<file path="src/rtl/axi_read_arbiter_if.sv">
// rtl/axi_read_arbiter_if.sv - requester and read-channel signal bundle for axi_read_arbiter
// Purpose: groups the per-requester request/grant/done lines and the read-channel
//   start/target/done handshake shared by the arbiter and its environment.
// Modports:
//   master - the arbiter: samples req_valid/req_addr/req_len/rd_accepted/rd_done,
//            drives req_ready/req_done/rd_start/rd_addr/rd_len/rd_done_ack/busy/owner_id/timeout_err
//   slave  - requesters plus read channel: the opposite directions
interface axi_read_arbiter_if #(
  parameter int NUM_REQ        = 2,
  parameter int ADDR_WIDTH     = 32,
  parameter int READ_BURST_LEN = 8,
  parameter int ID_WIDTH       = 1
);
  logic [NUM_REQ-1:0]                req_valid;
  logic [NUM_REQ*ADDR_WIDTH-1:0]     req_addr;
  logic [NUM_REQ*READ_BURST_LEN-1:0] req_len;
  logic [NUM_REQ-1:0]                req_ready;
  logic [NUM_REQ-1:0]                req_done;
  logic                              rd_start;
  logic [ADDR_WIDTH-1:0]             rd_addr;
  logic [READ_BURST_LEN-1:0]         rd_len;
  logic                              rd_accepted;
  logic                              rd_done;
  logic                              rd_done_ack;
  logic                              busy;
  logic [ID_WIDTH-1:0]               owner_id;
  logic                              timeout_err;

  modport master (
    input  req_valid, req_addr, req_len, rd_accepted, rd_done,
    output req_ready, req_done, rd_start, rd_addr, rd_len, rd_done_ack,
           busy, owner_id, timeout_err
  );

  modport slave (
    output req_valid, req_addr, req_len, rd_accepted, rd_done,
    input  req_ready, req_done, rd_start, rd_addr, rd_len, rd_done_ack,
           busy, owner_id, timeout_err
  );
endinterface

</file>
<file path="src/rtl/axi_read_arbiter.sv">
// rtl/axi_read_arbiter.sv - round-robin sequencer sharing one AXI read channel among requesters
// Purpose: accepts one burst request (addr, len) at a time from NUM_REQ requesters,
//   issues it to the read channel, waits for the channel's done, acknowledges it and
//   pulses req_done to the owning requester. Read data does not pass through here.
// Ports:
//   clk  - clock
//   rst  - synchronous reset, active-high
//   bus  - axi_read_arbiter_if.master: req_valid/req_addr/req_len in, req_ready (comb grant
//          pulse) and req_done out; rd_start/rd_addr/rd_len/rd_done_ack out, rd_accepted/rd_done
//          in; busy, owner_id and sticky watchdog timeout_err out
module axi_read_arbiter #(
  parameter int NUM_REQ        = 2,
  parameter int ADDR_WIDTH     = 32,
  parameter int READ_BURST_LEN = 8,
  parameter int ID_WIDTH       = 1,
  parameter int TIMEOUT_CYCLES = 1024
) (
  input logic                clk,
  input logic                rst,
  axi_read_arbiter_if.master bus
);
  localparam int               CNT_W   = $clog2(TIMEOUT_CYCLES + 1);
  localparam logic [CNT_W-1:0] CNT_MAX = CNT_W'(TIMEOUT_CYCLES);

  typedef enum logic [1:0] {IDLE, ISSUE, WAIT_DONE, ACK} state_t;

  state_t                    state;
  logic [ID_WIDTH-1:0]       rr_ptr;
  logic [CNT_W-1:0]          wd_cnt;

  logic                      grant_found;
  logic [ID_WIDTH-1:0]       grant_idx;
  logic [ID_WIDTH-1:0]       grant_next;
  logic [ADDR_WIDTH-1:0]     grant_addr;
  logic [READ_BURST_LEN-1:0] grant_len;

  // Round-robin pick: the lowest valid index at or above rr_ptr wins; if none, the
  // lowest valid index overall (the wrap-around part of the scan).
  always_comb begin
    int  hi_idx;
    int  any_idx;
    int  sel;
    logic hi_found;
    hi_idx      = 0;
    any_idx     = 0;
    sel         = 0;
    hi_found    = 1'b0;
    grant_found = 1'b0;
    grant_addr  = '0;
    grant_len   = '0;
    for (int j = NUM_REQ - 1; j >= 0; j--) begin
      if (bus.req_valid[j]) begin
        any_idx     = j;
        grant_found = 1'b1;
        if (j >= int'(rr_ptr)) begin
          hi_idx   = j;
          hi_found = 1'b1;
        end
      end
    end
    sel = hi_found ? hi_idx : any_idx;
    for (int j = 0; j < NUM_REQ; j++) begin
      if (j == sel) begin
        grant_addr = bus.req_addr[j*ADDR_WIDTH +: ADDR_WIDTH];
        grant_len  = bus.req_len[j*READ_BURST_LEN +: READ_BURST_LEN];
      end
    end
    grant_idx  = ID_WIDTH'(sel);
    grant_next = (sel == NUM_REQ - 1) ? '0 : ID_WIDTH'(sel + 1);
  end

  // The grant is combinational so the requester sees acceptance in the same cycle
  // its request is latched; held off during reset so all outputs read 0.
  assign bus.req_ready = (state == IDLE && grant_found && !rst) ?
                         (NUM_REQ'(1) << grant_idx) : '0;

  always_ff @(posedge clk) begin
    if (rst) begin
      state           <= IDLE;
      rr_ptr          <= '0;
      wd_cnt          <= '0;
      bus.req_done    <= '0;
      bus.rd_start    <= 1'b0;
      bus.rd_addr     <= '0;
      bus.rd_len      <= '0;
      bus.rd_done_ack <= 1'b0;
      bus.busy        <= 1'b0;
      bus.owner_id    <= '0;
      bus.timeout_err <= 1'b0;
    end else begin
      case (state)
        IDLE: begin
          if (grant_found) begin
            bus.rd_addr  <= grant_addr;
            bus.rd_len   <= grant_len;
            bus.owner_id <= grant_idx;
            rr_ptr       <= grant_next;
            bus.rd_start <= 1'b1;
            bus.busy     <= 1'b1;
            state        <= ISSUE;
          end
        end
        ISSUE: begin
          // rd_done here is a channel protocol error and is deliberately ignored.
          wd_cnt <= '0;
          if (bus.rd_accepted) begin
            bus.rd_start <= 1'b0;
            state        <= WAIT_DONE;
          end
        end
        WAIT_DONE: begin
          if (bus.rd_done) begin
            bus.rd_done_ack <= 1'b1;
            bus.req_done    <= NUM_REQ'(1) << bus.owner_id;
            state           <= ACK;
          end else if (wd_cnt != CNT_MAX) begin
            // A started AXI burst cannot be aborted, so the watchdog only flags
            // and saturates; it never forces the FSM out of WAIT_DONE.
            wd_cnt <= wd_cnt + 1'b1;
            if (wd_cnt == CNT_MAX - 1'b1) bus.timeout_err <= 1'b1;
          end
        end
        ACK: begin
          bus.rd_done_ack <= 1'b0;
          bus.req_done    <= '0;
          bus.busy        <= 1'b0;
          state           <= IDLE;
        end
        default: state <= IDLE;
      endcase
    end
  end
endmodule
</file>
<file path="src/flat_wrapper.sv">
// flat-port wrapper written by rule: the top's interface ports become plain ports
module axi_read_arbiter_flat 
#(
  parameter int NUM_REQ        = 2,
  parameter int ADDR_WIDTH     = 32,
  parameter int READ_BURST_LEN = 8,
  parameter int ID_WIDTH       = 1,
  parameter int TIMEOUT_CYCLES = 1024
)
  (clk, rst, bus_req_valid, bus_req_addr, bus_req_len, bus_rd_accepted, bus_rd_done, bus_req_ready, bus_req_done, bus_rd_start, bus_rd_addr, bus_rd_len, bus_rd_done_ack, bus_busy, bus_owner_id, bus_timeout_err);
  axi_read_arbiter_if #(.NUM_REQ(NUM_REQ), .ADDR_WIDTH(ADDR_WIDTH), .READ_BURST_LEN(READ_BURST_LEN), .ID_WIDTH(ID_WIDTH)) bus_i ();
  input logic clk;
  input logic rst;
  input wire logic [$bits(bus_i.req_valid)-1:0] bus_req_valid;
  input wire logic [$bits(bus_i.req_addr)-1:0] bus_req_addr;
  input wire logic [$bits(bus_i.req_len)-1:0] bus_req_len;
  input wire logic [$bits(bus_i.rd_accepted)-1:0] bus_rd_accepted;
  input wire logic [$bits(bus_i.rd_done)-1:0] bus_rd_done;
  output wire logic [$bits(bus_i.req_ready)-1:0] bus_req_ready;
  output wire logic [$bits(bus_i.req_done)-1:0] bus_req_done;
  output wire logic [$bits(bus_i.rd_start)-1:0] bus_rd_start;
  output wire logic [$bits(bus_i.rd_addr)-1:0] bus_rd_addr;
  output wire logic [$bits(bus_i.rd_len)-1:0] bus_rd_len;
  output wire logic [$bits(bus_i.rd_done_ack)-1:0] bus_rd_done_ack;
  output wire logic [$bits(bus_i.busy)-1:0] bus_busy;
  output wire logic [$bits(bus_i.owner_id)-1:0] bus_owner_id;
  output wire logic [$bits(bus_i.timeout_err)-1:0] bus_timeout_err;
  assign bus_i.req_valid = bus_req_valid;
  assign bus_i.req_addr = bus_req_addr;
  assign bus_i.req_len = bus_req_len;
  assign bus_i.rd_accepted = bus_rd_accepted;
  assign bus_i.rd_done = bus_rd_done;
  assign bus_req_ready = bus_i.req_ready;
  assign bus_req_done = bus_i.req_done;
  assign bus_rd_start = bus_i.rd_start;
  assign bus_rd_addr = bus_i.rd_addr;
  assign bus_rd_len = bus_i.rd_len;
  assign bus_rd_done_ack = bus_i.rd_done_ack;
  assign bus_busy = bus_i.busy;
  assign bus_owner_id = bus_i.owner_id;
  assign bus_timeout_err = bus_i.timeout_err;
  axi_read_arbiter #(.NUM_REQ(NUM_REQ), .ADDR_WIDTH(ADDR_WIDTH), .READ_BURST_LEN(READ_BURST_LEN), .ID_WIDTH(ID_WIDTH), .TIMEOUT_CYCLES(TIMEOUT_CYCLES)) u_core (.clk(clk), .rst(rst), .bus(bus_i));
endmodule
</file>
<file path="config.mk">
export PLATFORM = sky130hd
export DESIGN_NAME = axi_read_arbiter_flat
export DESIGN_NICKNAME = d
export VERILOG_FILES = /design/src/rtl/axi_read_arbiter_if.sv /design/src/rtl/axi_read_arbiter.sv /design/src/flat_wrapper.sv
export SDC_FILE = /design/constraint.sdc
export NUM_CORES = 1
export LEC_CHECK = 0
export ABC_AREA = 1
export CAP_MARGIN = 20
export CORE_MARGIN = 4
export CORE_UTILIZATION = 35
export DETAILED_ROUTE_END_ITERATION = 10
export PLACE_DENSITY = 0.71
export SYNTH_ARGS = -nofsm -noshare
export SYNTH_HDL_FRONTEND = slang
export SYNTH_SLANG_ARGS = --single-unit
</file>
<file path="constraint.sdc">
create_clock -name clk -period 4.5 [get_ports clk]
set_input_delay 0.9 -clock clk [delete_from_list [all_inputs] [get_ports clk]]
set_output_delay 0.9 -clock clk [all_outputs]
set_load 0.1 [all_outputs]
</file>
## After elaboration in Yosys (flattened, before gate mapping)

Index checks and enable logic that the tools add are counted.

| word-level totals | value |
|---|---|
| bits in registers | 61 |

| operators by class | value |
|---|---|
| add/subtract/negate cells | 2 |
| order comparisons | 1 |
| equality and inequality tests | 12 |
| shift operators | 2 |
| muxes and demuxes | 30 |
| bitwise logic cells | 1 |
| reduce and logical (&&, ||, !) cells | 16 |

Operator list:

| kind | count |
|---|---|
| 2-to-1 mux 32 bit | 4 |
| equality test 2 x 32 -> 1 bit (first input constant) | 1 |
| equality test 32 x 2 -> 1 bit (second input constant) | 1 |
| zero test 32 bit | 1 |
| 2-to-1 mux 11 bit | 2 |
| case mux 11 bit (2 select lines) | 1 |
| 2-to-1 mux 8 bit | 2 |
| adder 11 x 1 -> 11 bit (second input constant) | 1 |
| equality test 11 x 10 -> 1 bit (second input constant) | 1 |
| 2-to-1 mux 1 bit | 11 |
| != test 11 bit (second input constant) | 1 |
| 2-to-1 mux 2 bit | 5 |
| AND reduction 3 bit | 3 |
| case mux 2 bit (4 select lines) | 1 |
| nonzero test 2 bit | 4 |
| != test 2 bit (second input constant) | 3 |
| case mux 1 bit (2 select lines) | 3 |
| AND reduction 2 bit | 3 |
| equality test 2 bit (second input constant) | 2 |
| != test 2 x 1 -> 1 bit (second input constant) | 2 |
| case mux 2 bit (2 select lines) | 1 |
| AND reduction 4 bit | 1 |
| left shift 1 x 1 -> 2 bit (first input constant) | 2 |
| equality test 2 x 1 -> 1 bit (second input constant) | 1 |
| 6 further kinds | 7 |

## Longest topological paths before layout

Gate-level depths: netlist of the first run.

| logic depth | value |
|---|---|
| depth after elaboration | 7 |
| mapped depth | 11 |

## Worst setup path before layout of the first run

Ideal clock, no wire load.

| timing path | value |
|---|---|
| path kind | input -> output |
| start | in rst |
| end | out bus_req_ready[1] |
| arrival time | 1803 ps |
| data required time | 3600 ps |
| setup slack | 1797 ps |
| stages | 5 |
| path buffers | 2 |
| path through | buf_2 > clkinv_1 > nand2_1 > inv_1 > buf_2 |

| on the way | value |
|---|---|
| word-level cells in the longest chain between the ends | 3 |

Ends and longest elaborated chain:

| item | line | source |
|---|---|---|
| from (decl) | flat_wrapper.sv:13 | `input logic rst;` |
| zero test 1 bit | axi_read_arbiter.sv:74 | `assign bus.req_ready = (state == IDLE && grant_found && !rst) ?` |
| logical AND 1 bit | axi_read_arbiter.sv:74 |  |
| 2-to-1 mux 2 bit | axi_read_arbiter.sv:74 |  |
| to (decl) | flat_wrapper.sv:19 | `output wire logic [$bits(bus_i.req_ready)-1:0] bus_req_ready;` |

No other way between the ends.

## Worst setup path in the final report of the first run

| timing path | value |
|---|---|
| start | in bus_req_valid[1] |
| end | out bus_req_ready[0] |

| on the way | value |
|---|---|
| word-level cells in the longest chain between the ends | 6 |
| elaborated cells on any way between the ends | 13 |

Ends and longest elaborated chain:

| item | line | source |
|---|---|---|
| from (decl) | flat_wrapper.sv:14 | `input wire logic [$bits(bus_i.req_valid)-1:0] bus_req_valid;` |
| 2-to-1 mux 1 bit | axi_read_arbiter.sv:52 | `if (bus.req_valid[j]) begin` |
| 2-to-1 mux 1 bit | axi_read_arbiter.sv:55 | `if (j >= int'(rr_ptr)) begin` |
| 2-to-1 mux 32 bit or 2-to-1 mux 1 bit (tied branches) | axi_read_arbiter.sv:52 |  |
| 2-to-1 mux 32 bit | axi_read_arbiter.sv:61 | `sel = hi_found ? hi_idx : any_idx;` |
| left shift 1 x 1 -> 2 bit | axi_read_arbiter.sv:75 | `(NUM_REQ'(1) << grant_idx) : '0;` |
| 2-to-1 mux 2 bit (*) | axi_read_arbiter.sv:74 |  |

Mark *: on every way between the ends. The rest lies on a longest branch, timed or not.

==> out/results.txt, run 1 <==
The cell chosen for the clock root is sky130_fd_sc_hd__clkbuf_8. The synthesized netlist contains 24 unique library cells. Power comes to 2.905 mW. The run finished with clean final reports. The normalized max-slew margin was 0.3230. The tools report the summed instance area of the synthesized netlist as 2783 µm².

135 I/O pins were placed. Summed over all layers, the routed wires come to 8432 µm. The routed via count came out at 3048. The width of the die was 97.17 µm. The number of gates resized after CTS is 0. Number of warning messages in the yosys log: 0. The worst setup path is launched from an input port.

For the starting density of the core, the log shows 0.3601. The worst-case clock skew came out at 0.009381 ns. For this design, the sink count on the clock tree is 61.

The worst hold path was traced through 2 stages. Before antenna repair, the detailed router went through 6 iterations. The number of inserted diodes was 0; the number of flip-flops and latches in the synthesized netlist was 61.

For the worst setup path, the data required time is 3.60 ns. Across all hold checks on the routed design, the worst slack comes to 0.4703 ns. In this run, synthesis inferred 0 flip-flops with an integrated enable. Prior to clock tree synthesis, the placed netlist has a worst setup slack of 0.7337 ns.

Port buffering added 134 buffers. The clock reaches the later pin of the worst-skew pair after 0.33 ns. Setup total negative slack on the finished layout was measured at 0 ns.

After detailed placement, the design holds a cell count of 624. Clock-pin slew on the worst setup and hold paths: 0.07 ns. The maximum frequency from static timing analysis is 267.0 MHz, and the total congestion overflow after global routing is 0. The hold path endpoint was u_core.bus.req_done[1]. Async set-or-reset flop fraction in the synthesized netlist: 0. The most numerous cell in the Yosys netlist is sky130_fd_sc_hd__nand2_1.

The logs give 2.08 ns for the register-to-register setup slack and 0.7549 ns for the slack of the critical path. Entering global routing, the biggest net connects 42 pins. Counting instances in the post-synthesis netlist gives the leading cell types as sky130_fd_sc_hd__nand2_1, sky130_fd_sc_hd__dfxtp_1, sky130_fd_sc_hd__nand3_1.

The count of cells in the finished layout, fillers not included, comes to 639. Number of slew-limit violations in the final report: 0. The count of nets left with antenna violations once routing finished came out at 0. Critical path class: in -> out. Of all cell types, the one taking the most synthesized area is sky130_fd_sc_hd__dfxtp_1. By area the synthesized netlist is led by sky130_fd_sc_hd__dfxtp_1, sky130_fd_sc_hd__nand2_1, sky130_fd_sc_hd__nand3_1. The run gives 0.3930 mV as the maximum vdd drop.

The class of the tightest hold or removal check is reg -> reg. For the number of levels in the clock H-tree, the log shows 3. The synthesized instance count was 403; the number of global-route vias before repair was 2972. Dividing the detail-routed wire length by the instance count gives 13.20 µm. The standby leakage power is 1.770 nW. Averaged over all synthesized cells, the footprint is 6.905 µm².

The first global-routing pass estimated 13880 µm of wire. The flip-flop cell with the highest count after synthesis was sky130_fd_sc_hd__dfxtp_1. The tool flagged a number of max-cap violations equal to 0. Beginning of the worst hold path: u_core.bus.req_done[1].

The area share of the leading cell type in the synthesized netlist is 0.4388, and the areal power density over the cells is 659.4 nW/µm². In this run the worst path has a maximum fanout of 41. Detailed placement HPWL: 6230 µm. Setup violations remaining at the end of the flow were counted as 0. The ratio of cells with drive above 1 in the final layout works out to 0.04655. TritonCTS built the clock tree. The tools report the number of rows in the core area as 32.

The signed area change from the synthesized netlist to the final layout is 58.32%. At the pin with the least slew margin, the transition time is 1.012 ns. The DRC violation total after the first TritonRoute iteration was 156. The last weighted congestion value of the routability-driven placer was 0.8307; the time the final worst path needs with I/O delays and setup was 3.745 ns. The detail-routed via count per cell is 4.770.

When the netlist entered floorplanning its net count stood at 496. The total routing resource utilization after global routing was 0.1776. The initial antenna violation count came out at 0. Buffers inserted to repair hold after CTS numbered 0. The run gives 0.4388 as the post-synthesis sequential area ratio.

The run gives 0 as the final count of hold timing violations. The final critical-path share of the clock period was 0.8322. The post-CTS repair timing setup buffer count came out at 0. For the worst flop-to-flop path, the logic depth is 11. The maximum count of clock buffers along a single path was 2. The startpoint identified for the worst register-to-register timing path is u_core.state[0]. After floorplanning, the core was sized to cover 7727 µm². The number of clock buffers inserted by TritonCTS was 9. The endpoint of the most critical register-to-register path was u_core.wd_cnt[10].

For the net count reported at finish, the log shows 626. The die is 97.17 µm tall. For this run, design rule violations remaining after detail routing come to 0.

STA classifies the critical path endpoint as an output port. STA puts the critical path data arrival time at 2.85 ns. Setup repair after global routing left no endpoint under its margin. The die covers 9441 µm².
-- routing by layer --
layer / wire (µm) / track usage / up-vias
met5: 0 / 0 / -
met4: 110 / 0.06156 / 0
met3: 776 / 0.07035 / 7
met2: 4088 / 0.2999 / 112
met1: 3456 / 0.2037 / 1367
li1: - / - / 1562
-- flip-flops by register name, indices dropped and copies added, names as in the netlist --
name	cells
u_core.bus.req_done	2
u_core.bus.busy	1
u_core.bus.rd_len	8
u_core.bus.rd_addr	32
u_core.state	2
u_core.bus.rd_start	1
u_core.bus.timeout_err	1
u_core.bus.owner_id	1
u_core.wd_cnt	11
u_core.rr_ptr	1
u_core.bus.rd_done_ack	1
-- worst max-delay path, stage by stage --
cell and delay [ns]:
sky130_fd_sc_hd__clkdlybuf4s50_1 0.52, sky130_fd_sc_hd__nor2_1 0.10, sky130_fd_sc_hd__nor2_4 0.14, sky130_fd_sc_hd__inv_2 0.29, sky130_fd_sc_hd__a21oi_2 0.23, sky130_fd_sc_hd__nand2_1 0.10, sky130_fd_sc_hd__inv_2 0.32, sky130_fd_sc_hd__buf_12 0.23
-- through the flow --
| stage | area [µm²] | util |
|---|---|---|
| 6_report | 4405 | 0.5701 |
| 5_1_grt | 4405 | 0.5701 |
| 4_1_cts | 4405 | 0.5701 |
| 3_5_place_dp | 4215 | 0.5455 |
| 3_3_place_gp | 4215 | 0.5455 |
| 2_1_floorplan | 2783 | - |
-- worst max-delay path by stage --
| stage | start | endpoint | depth (start not counted) |
|---|---|---|---|
| 2_1_floorplan | rst | bus_req_ready[1] | 5 |
| 3_3_place_gp | bus_req_valid[1] | bus_req_ready[0] | 8 |
| 3_5_place_dp | bus_req_valid[1] | bus_req_ready[0] | 8 |
| 4_1_cts | bus_req_valid[1] | bus_req_ready[0] | 8 |
| 5_1_grt | bus_req_valid[1] | bus_req_ready[0] | 8 |
| 6_report | bus_req_valid[1] | bus_req_ready[0] | 8 |
-- layout make-up --
class | count | area, µm²
Fill cell | 695 | 3322
Clock inverter | 4 | 48.80
Timing Repair Buffer | 139 | 1399
Multi-Input combinational cell | 291 | 1351
Clock buffer | 11 | 141.4
Inverter | 31 | 116.4
Sequential cell | 61 | 1221
Tap cell | 102 | 127.6
-- cells by family after synthesis --
logic type               after synthesis  synth area share
AO/OA/AOI/OAI                         47            0.1007
XOR/XNOR                               2          0.006296
AND/OR/NAND/NOR                      235            0.3471
adder cells (fa/ha/maj)                7           0.03147
buffers and inverters                 51           0.07554
flip-flops                            61            0.4388
-- power breakdown --
group	total (mW)	switching, mW	internal (mW)
combinational	1.67	1.27	0.401
sequential	0.752	0.0769	0.675
clock	0.481	0.213	0.267
-- cell usage in the layout (no fill, tap or decap), drive strengths merged, types with 4 or more instances in the layout --
cell type,count
clkbuf,11
clkdlybuf4s50,132
ha,7
nand2,153
clkinv,4
nor2,21
nand3,59
inv,30
dfxtp,61
a21oi,17
buf,7
a31oi,21
No activity file was read; power rests on OpenSTA's default activity.
==> run 2, diff against run 1 <==
Settings changed: PLACE_DENSITY 0.71 to 0.74.
Clock period 4.5 ns to 3.4 ns, I/O delays scaled along.
==> run 2 against run 1 <==
Sequential power is 32% higher. Via count is 0.23% lower. First-iteration DRC count fell by 24%. Critical endpoint unchanged. Critical path type unchanged. Clock skew shrank 0.0049 ns. Utilization decreased by 0.36 points. Largest cell class unchanged.
==> out/results.txt, run 2 (synthesis results as in run 1) <==
The later-pin clock latency in the skew report came out at 0.33 ns (about the same). The largest net degree at the start of global routing was 41 (-2.4%); the number of routed nets with antenna violations was 0 (unchanged). The maximum count of clock buffers along a single path was 2 (unchanged). Critical path class: in -> out. The run gives 32 (unchanged) as the number of rows in the core area.

The maximum frequency from static timing analysis came out at 373.6 MHz. TritonCTS built the clock tree. The normalized max-slew margin was 0.3364 (+0.01341). The tools report the post-route cell area as 4378 µm² (-0.62%). The final count of hold timing violations came out at 0 (unchanged).

The ratio of cells with drive above 1 in the final layout was 0.09797 (+0.05141); the number of endpoints failing setup at the final stage was 0 (unchanged). The internal power summed over all cells came out at 1.787 mW (+33%). Setup repair after global routing left no endpoint under its margin. The width of the die was 97.17 µm (unchanged). The run gives 2.056 mW (+32%) as the switching power. For the initial antenna violation count, the log shows 0 (unchanged). DRC violation total after the first TritonRoute iteration: 119 (-24%). The hold buffer count at cts was 0 (unchanged). The number of flip-flops in the largest register is 32 (unchanged).

The tools report the total of fill cells in the finished design as 715 (+2.9%). The run finished with clean final reports. The clock-pin slew on the worst setup and hold paths was 0.07 ns (about the same); the global-route wire length before repair was 13680 µm (-1.4%). The critical path data arrival time is 2.00 ns (-0.85 ns).

Leading cell type in the layout, fill and taps excluded: sky130_fd_sc_hd__nand2_1. The run gives 2.72 ns (-0.88 ns) as the data required time at the worst endpoint. Standby leakage power: 1.833 nW (+3.5%). Total wire length after detailed routing: 8453 µm (+0.25%). The detailed placement HPWL is 6474 µm (+3.9%).

The detailed-route wire length per cell came out at 13.15 µm (-0.37%). The fraction of power consumed by the clock network was 0.169 (+0.004). The worst hold slack was 0.4678 ns (-0.002498 ns). The tools report the cell chosen for the clock root as sky130_fd_sc_hd__clkbuf_8.

The worst-path maximum fanout is 5 (-88%), and the areal power density over the cells is 877.7 nW/µm² (+33%). Leaving out fill and tap cells, the most frequent cells in the layout are sky130_fd_sc_hd__nand2_1, sky130_fd_sc_hd__clkdlybuf4s50_1, sky130_fd_sc_hd__dfxtp_1. The total negative setup slack is 0 ns (unchanged), and the I/O pin count is 135 (unchanged). The final critical-path share of the clock period was 0.7872; the number of global-route vias before repair was 2946 (-0.87%). Largest register by flop count: u_core.bus.rd_addr.

The worst-case clock skew is 0.004475 ns (-0.004906 ns). STA classifies the critical path endpoint as an output port. Number of levels in the clock H-tree: 3 (unchanged). The fraction of power spent switching nets was 0.5350 (-0.002713); the worst slack at placement was 0.7374 ns (+0.003689 ns). The slack of the critical path came out at 0.7237 ns (-0.03121 ns). The total routing resource utilization after global routing is 0.1753 (-0.002301). The number of slew-limit violations in the final report came out at 0 (unchanged). The tools report the post-CTS repair timing setup buffer count as 0 (unchanged).

The share of power burned in registers was 0.258 (about the same); the last weighted congestion value of the routability-driven placer was 0.8702 (+4.8%). The net count reported at finish is 629 (+0.48%). The number of inserted diodes was 0 (unchanged).

The core area is 7727 µm² (unchanged). The tools report the critical path startpoint category as an input port. The detailed-router iteration count before antenna repair is 4 (-2), and the number of clock sinks is 61 (unchanged). The signed area change from the synthesized netlist to the final layout is 57.33%, and the starting density of the core is 0.3601 (unchanged). The placement-stage cell area was 4175 µm² (-0.95%). The routed design could run at a clock period as short as 2.676 ns. The maximum vdd drop was 0.5698 mV (+45%). The detail-routed via count per cell came out at 4.729 (-0.85%).

The total DRC errors in the routed layout was 0 (unchanged). The number of port buffers came out at 134 (unchanged). The height of the die was 97.17 µm (unchanged); the slew of the pin with the lowest slew margin was 0.9923 ns (-0.02005 ns). For the routed via count, the log shows 3041 (-0.23%). In the final layout, the registers with the most flip-flops are u_core.bus.rd_addr (32), u_core.wd_cnt (11), u_core.bus.rd_len (8).

The tools report the max capacitance violation total as 0 (unchanged). The tools report the number of clock buffers inserted by TritonCTS as 9 (unchanged). Number of gates resized after CTS: 0 (unchanged).

The portion of total power attributed to combinational logic came out at 0.572 (-0.004). The total congestion overflow after global routing was 0 (unchanged); the die area was 9441 µm² (unchanged). The min-delay analysis places its worst path in the category reg -> reg.
run 2: worst paths after layout:
check | slack [ns] | depth (start not counted) | from | end
max | 0.72 | 8 | bus_req_valid[1] | bus_req_ready[0]
min | 0.47 | 2 | u_core.bus.rd_done_ack | u_core.bus.rd_done_ack
max reg2reg | 1.06 | 11 | u_core.state[0] | u_core.wd_cnt[10]
min reg2reg | 0.47 | 2 | u_core.bus.rd_done_ack | u_core.bus.rd_done_ack
run 2: layout make-up:
cell class / count / area (µm²) / area share
well taps: 102 / 127.6 / 0.02915
multi-input cells: 291 / 1351 / 0.3087
inverters: 31 / 116.4 / 0.02658
clock inverters: 3 / 43.79 / 0.01000
clock buffers: 13 / 158.9 / 0.03630
flip-flops and latches: 61 / 1221 / 0.2789
repair buffers: 142 / 1359 / 0.3104
run 2: power by group through the flow:
stage	clock [mW]	sequential [mW]	combinational (mW)
floorplan	0	2.13	0.526
global route	0.698	1.01	2.32
CTS	0.671	0.995	2.22
finish	0.650	0.993	2.20
global placement	0	1.00	2.20
detailed placement	0	1.01	2.22
run 2: routing by layer:
layer	track usage	vias to the layer above	routed length, µm
met5	0	-	0
met4	0.06695	0	159
met3	0.06174	14	752
met2	0.3010	113	4091
met1	0.1992	1343	3449
li1	-	1571	-
run 2: critical path: stages:
cell                              delay, ns
sky130_fd_sc_hd__clkdlybuf4s50_1       0.52
sky130_fd_sc_hd__nor2_1                0.11
sky130_fd_sc_hd__nor2_4                0.14
sky130_fd_sc_hd__inv_2                 0.05
sky130_fd_sc_hd__a21oi_2               0.13
sky130_fd_sc_hd__nand2_1               0.09
sky130_fd_sc_hd__inv_2                 0.10
sky130_fd_sc_hd__buf_12                0.17
run 2: through the flow:
stage          total power [mW]  std cells    util
2_1_floorplan             2.661        403       -
3_3_place_gp              3.200        627  0.5403
3_5_place_dp              3.221        627  0.5403
4_1_cts                   3.882        643  0.5665
5_1_grt                   4.028        643  0.5665
6_report                  3.842        643  0.5665
==> run 3, diff against run 2 <==
Settings changed: PLACE_DENSITY 0.74 to 0.71.
Clock period 3.4 ns to 2.5 ns, I/O delays scaled along.
==> run 3 against run 2 <==
Combinational power grew 36%. Global-route usage rose by 0.25 points. Count of clock-buffer cells in the layout decreased by 2. Routed wire length about the same. Sequential cell count did not move. Non-clock buffer count up 4. Design area is 1.6% lower. Cell count up 0.62%. Critical path depth unchanged.
==> out/results.txt, run 3 (synthesis results as in run 1) <==
The final count of hold timing violations is 0 (unchanged), and the hold path depth is 2 (unchanged). For the initial antenna violation count, the log shows 0 (unchanged). The largest registers in the layout are u_core.bus.rd_addr (32), u_core.wd_cnt (11), u_core.bus.rd_len (8). The run gives 434.1 MHz as the maximum frequency from static timing analysis. The met1 capacity usage during global routing came out at 0.1990 (about the same). The maximum count of clock buffers along a single path was 2 (unchanged); the total wire length after detailed routing was 8454 µm (about the same).

The later-pin clock latency in the skew report is 0.34 ns (about the same), and the width of the die is 97.17 µm (unchanged). The source of the worst register-to-register timing path is u_core.state[0]. Setup repair after global routing left no endpoint under its margin.

The flow ran to the end, and the final reports show no timing, DRC or antenna violations. The clock-pin slew on the worst setup and hold paths was 0.07 ns (about the same); the I/O pin count was 135 (unchanged). The tools report the die area as 9441 µm² (unchanged). The starting density of the core came out at 0.3601 (unchanged). The core area was 7727 µm² (unchanged); the detail-routed via count per cell was 4.774 (+0.95%). The fraction of met2 tracks used by global routing was 0.3068 (+0.005839). The detailed-route wire length per cell came out at 13.07 µm (-0.61%). In this run the worst setup path terminates at bus_req_ready[0]. The number of flip-flops in the largest register is 32 (unchanged). The cell sitting at the root of the clock tree is a sky130_fd_sc_hd__clkbuf_8. Total congestion overflow after global routing: 0 (unchanged). Ranked by flip-flop count, first place goes to u_core.bus.rd_addr. Slew of the pin with the lowest slew margin: 0.4251 ns (-0.5672 ns). The top cell types in the final layout, fill and taps aside, are sky130_fd_sc_hd__nand2_1, sky130_fd_sc_hd__clkdlybuf4s50_1, sky130_fd_sc_hd__dfxtp_1.

The area taken by flip-flops and latches came out at 1221 µm² (unchanged). met2 is the most crowded layer. The run gives 0 (unchanged) as the max capacitance violation total. The number of cells on the worst reg-to-reg path was 11 (unchanged); the area taken by multi-input logic gates was 1351 µm² (unchanged). The cell type of the slowest stage on the worst timing path was sky130_fd_sc_hd__clkdlybuf4s50_1. The most numerous cell on the critical path is sky130_fd_sc_hd__inv_2. The number of endpoints failing setup at the final stage is 0 (unchanged).

Traced cell by cell, the critical path runs through clkdlybuf4s50_1 -> nor2_1 -> nor2_4 -> inv_2 -> a21oi_2 -> nand2_1 -> inv_2 -> buf_12. The logs give 0.7166 (+0.3802) for the normalized max-slew margin and 2.00 ns (-0.72 ns) for the data required time at the worst endpoint. In this run the worst setup path begins at bus_req_valid[1]. The critical path data arrival time came out at 1.80 ns (-0.20 ns). The standby leakage power came out at 1.869 nW (+2.0%). The routed via count is 3089 (+1.6%). The detailed-router iteration count before antenna repair was 4 (unchanged). The min-delay analysis places its worst path in the category reg -> reg. The largest stage delay on the critical path came out at 0.51 ns (about the same). The tools report the hold buffer count at cts as 0 (unchanged). The run gives 13820 µm (+1.1%) as the global-route wire length before repair. The total of fill cells in the finished design was 728 (+1.8%); the number of inserted diodes was 0 (unchanged). The number of slew-limit violations in the final report came out at 0 (unchanged). For the DRC violation total after the first TritonRoute iteration, the log shows 109 (-8.4%). The total routing resource utilization after global routing is 0.1779 (+0.002522). The worst setup path is of the in -> out kind. TritonCTS built the clock tree. The number of levels in the clock H-tree is 3 (unchanged). The logs give 41 (unchanged) for the largest net degree at the start of global routing and 0.75 ns (-0.31 ns) for the register-to-register setup slack. For the post-CTS repair timing setup buffer count, the log shows 0 (unchanged).

For the finished layout, the period the worst path requires is 2.304 ns. The logs give 0.8809 (+1.2%) for the last weighted congestion value of the routability-driven placer and 0 (unchanged) for the total DRC errors in the routed layout. The number of routed nets with antenna violations came out at 0 (unchanged). The logs give 633 (+0.64%) for the net count reported at finish and 647 (+0.62%) for the final non-filler cell total. The met3 capacity usage during global routing was 0.06389 (+0.002154). The tools report the number of global-route vias before repair as 3068 (+4.1%). The run gives 0.5488 mV (-3.7%) as the maximum vdd drop. The ratio of cells with drive above 1 in the final layout is 0.1450 (+0.04699), and the total negative setup slack is 0 ns (unchanged).

The count of placed standard cells including taps was 631 (+0.64%). The tools report the endpoint of the most critical register-to-register path as u_core.bus.rd_len[5]. The number of gates resized after CTS is 0 (unchanged), and the worst-path maximum fanout is 5 (unchanged). The worst setup path is captured at an output port.

The height of the die is 97.17 µm (unchanged). Compared with the post-synthesis result, the final layout area differs by 54.86%. The number of clock sinks was 61 (unchanged). For the detailed placement HPWL, the log shows 6292 µm (-2.8%). The areal power density over the cells was 1182 nW/µm² (+35%); the final critical-path share of the clock period was 0.9215. Worst-case clock skew: 0.01218 ns (+0.007701 ns). The number of clock buffers inserted by TritonCTS was 9 (unchanged); the number of port buffers was 134 (unchanged). Leaving out fill and tap cells, the most frequent cell in the layout is sky130_fd_sc_hd__nand2_1. The critical path startpoint category is an input port. The tools report the number of rows in the core area as 32 (unchanged).
[run 3: worst max-delay path: cells and delay by family]
family                 cells  cell delay [ns]
buffers and inverters      4             0.85
AND/OR/NAND/NOR            3             0.34
AO/OA/AOI/OAI              1             0.11
[run 3: routing by layer]
layer | vias up | share of wire
met5 | - | 0
met3 | 16 | 0.085
li1 | 1581 | -
met2 | 117 | 0.48
met1 | 1375 | 0.42
met4 | 0 | 0.022
[run 3: layout make-up]
type | instances | share of cell area
clock inverters | 5 | 0.006388
repair buffers | 146 | 0.3095
multi-input cells | 291 | 0.3136
inverters | 31 | 0.02700
clock buffers | 11 | 0.03049
well taps | 102 | 0.02962
flip-flops and latches | 61 | 0.2834
[run 3: how the worst min path moves through the flow]
stage / start / to / slack [ns]
after floorplan: u_core.rr_ptr / u_core.rr_ptr / 0.44
after global placement: u_core.bus.req_done[1] / u_core.bus.req_done[1] / 0.46
after detailed placement: u_core.rr_ptr / u_core.rr_ptr / 0.46
after CTS: u_core.rr_ptr / u_core.rr_ptr / 0.47
after global routing: u_core.bus.rd_done_ack / u_core.bus.rd_done_ack / 0.50
final: u_core.bus.req_done[0] / u_core.bus.req_done[0] / 0.47
[run 3: report_power, final]
part | total (mW) | switching, mW | internal (mW)
Sequential | 1.35 | 0.139 | 1.21
Clock | 0.750 | 0.396 | 0.354
Combinational | 2.99 | 2.29 | 0.698
[run 3: per-stage QoR]
stage / hold WS (ns) / power (mW) / setup WS (ns) / util / instance area [µm²]
floorplan: 0.4444 / 3.619 / 0.5723 / - / 2783
global placement: 0.4565 / 4.360 / 0.2206 / 0.5371 / 4150
finish: 0.4673 / 5.095 / 0.1962 / 0.5576 / 4309
CTS: 0.4726 / 5.141 / 0.1871 / 0.5576 / 4309
detailed placement: 0.4625 / 4.381 / 0.2129 / 0.5371 / 4150
global route: 0.5010 / 5.350 / 0.07023 / 0.5576 / 4309
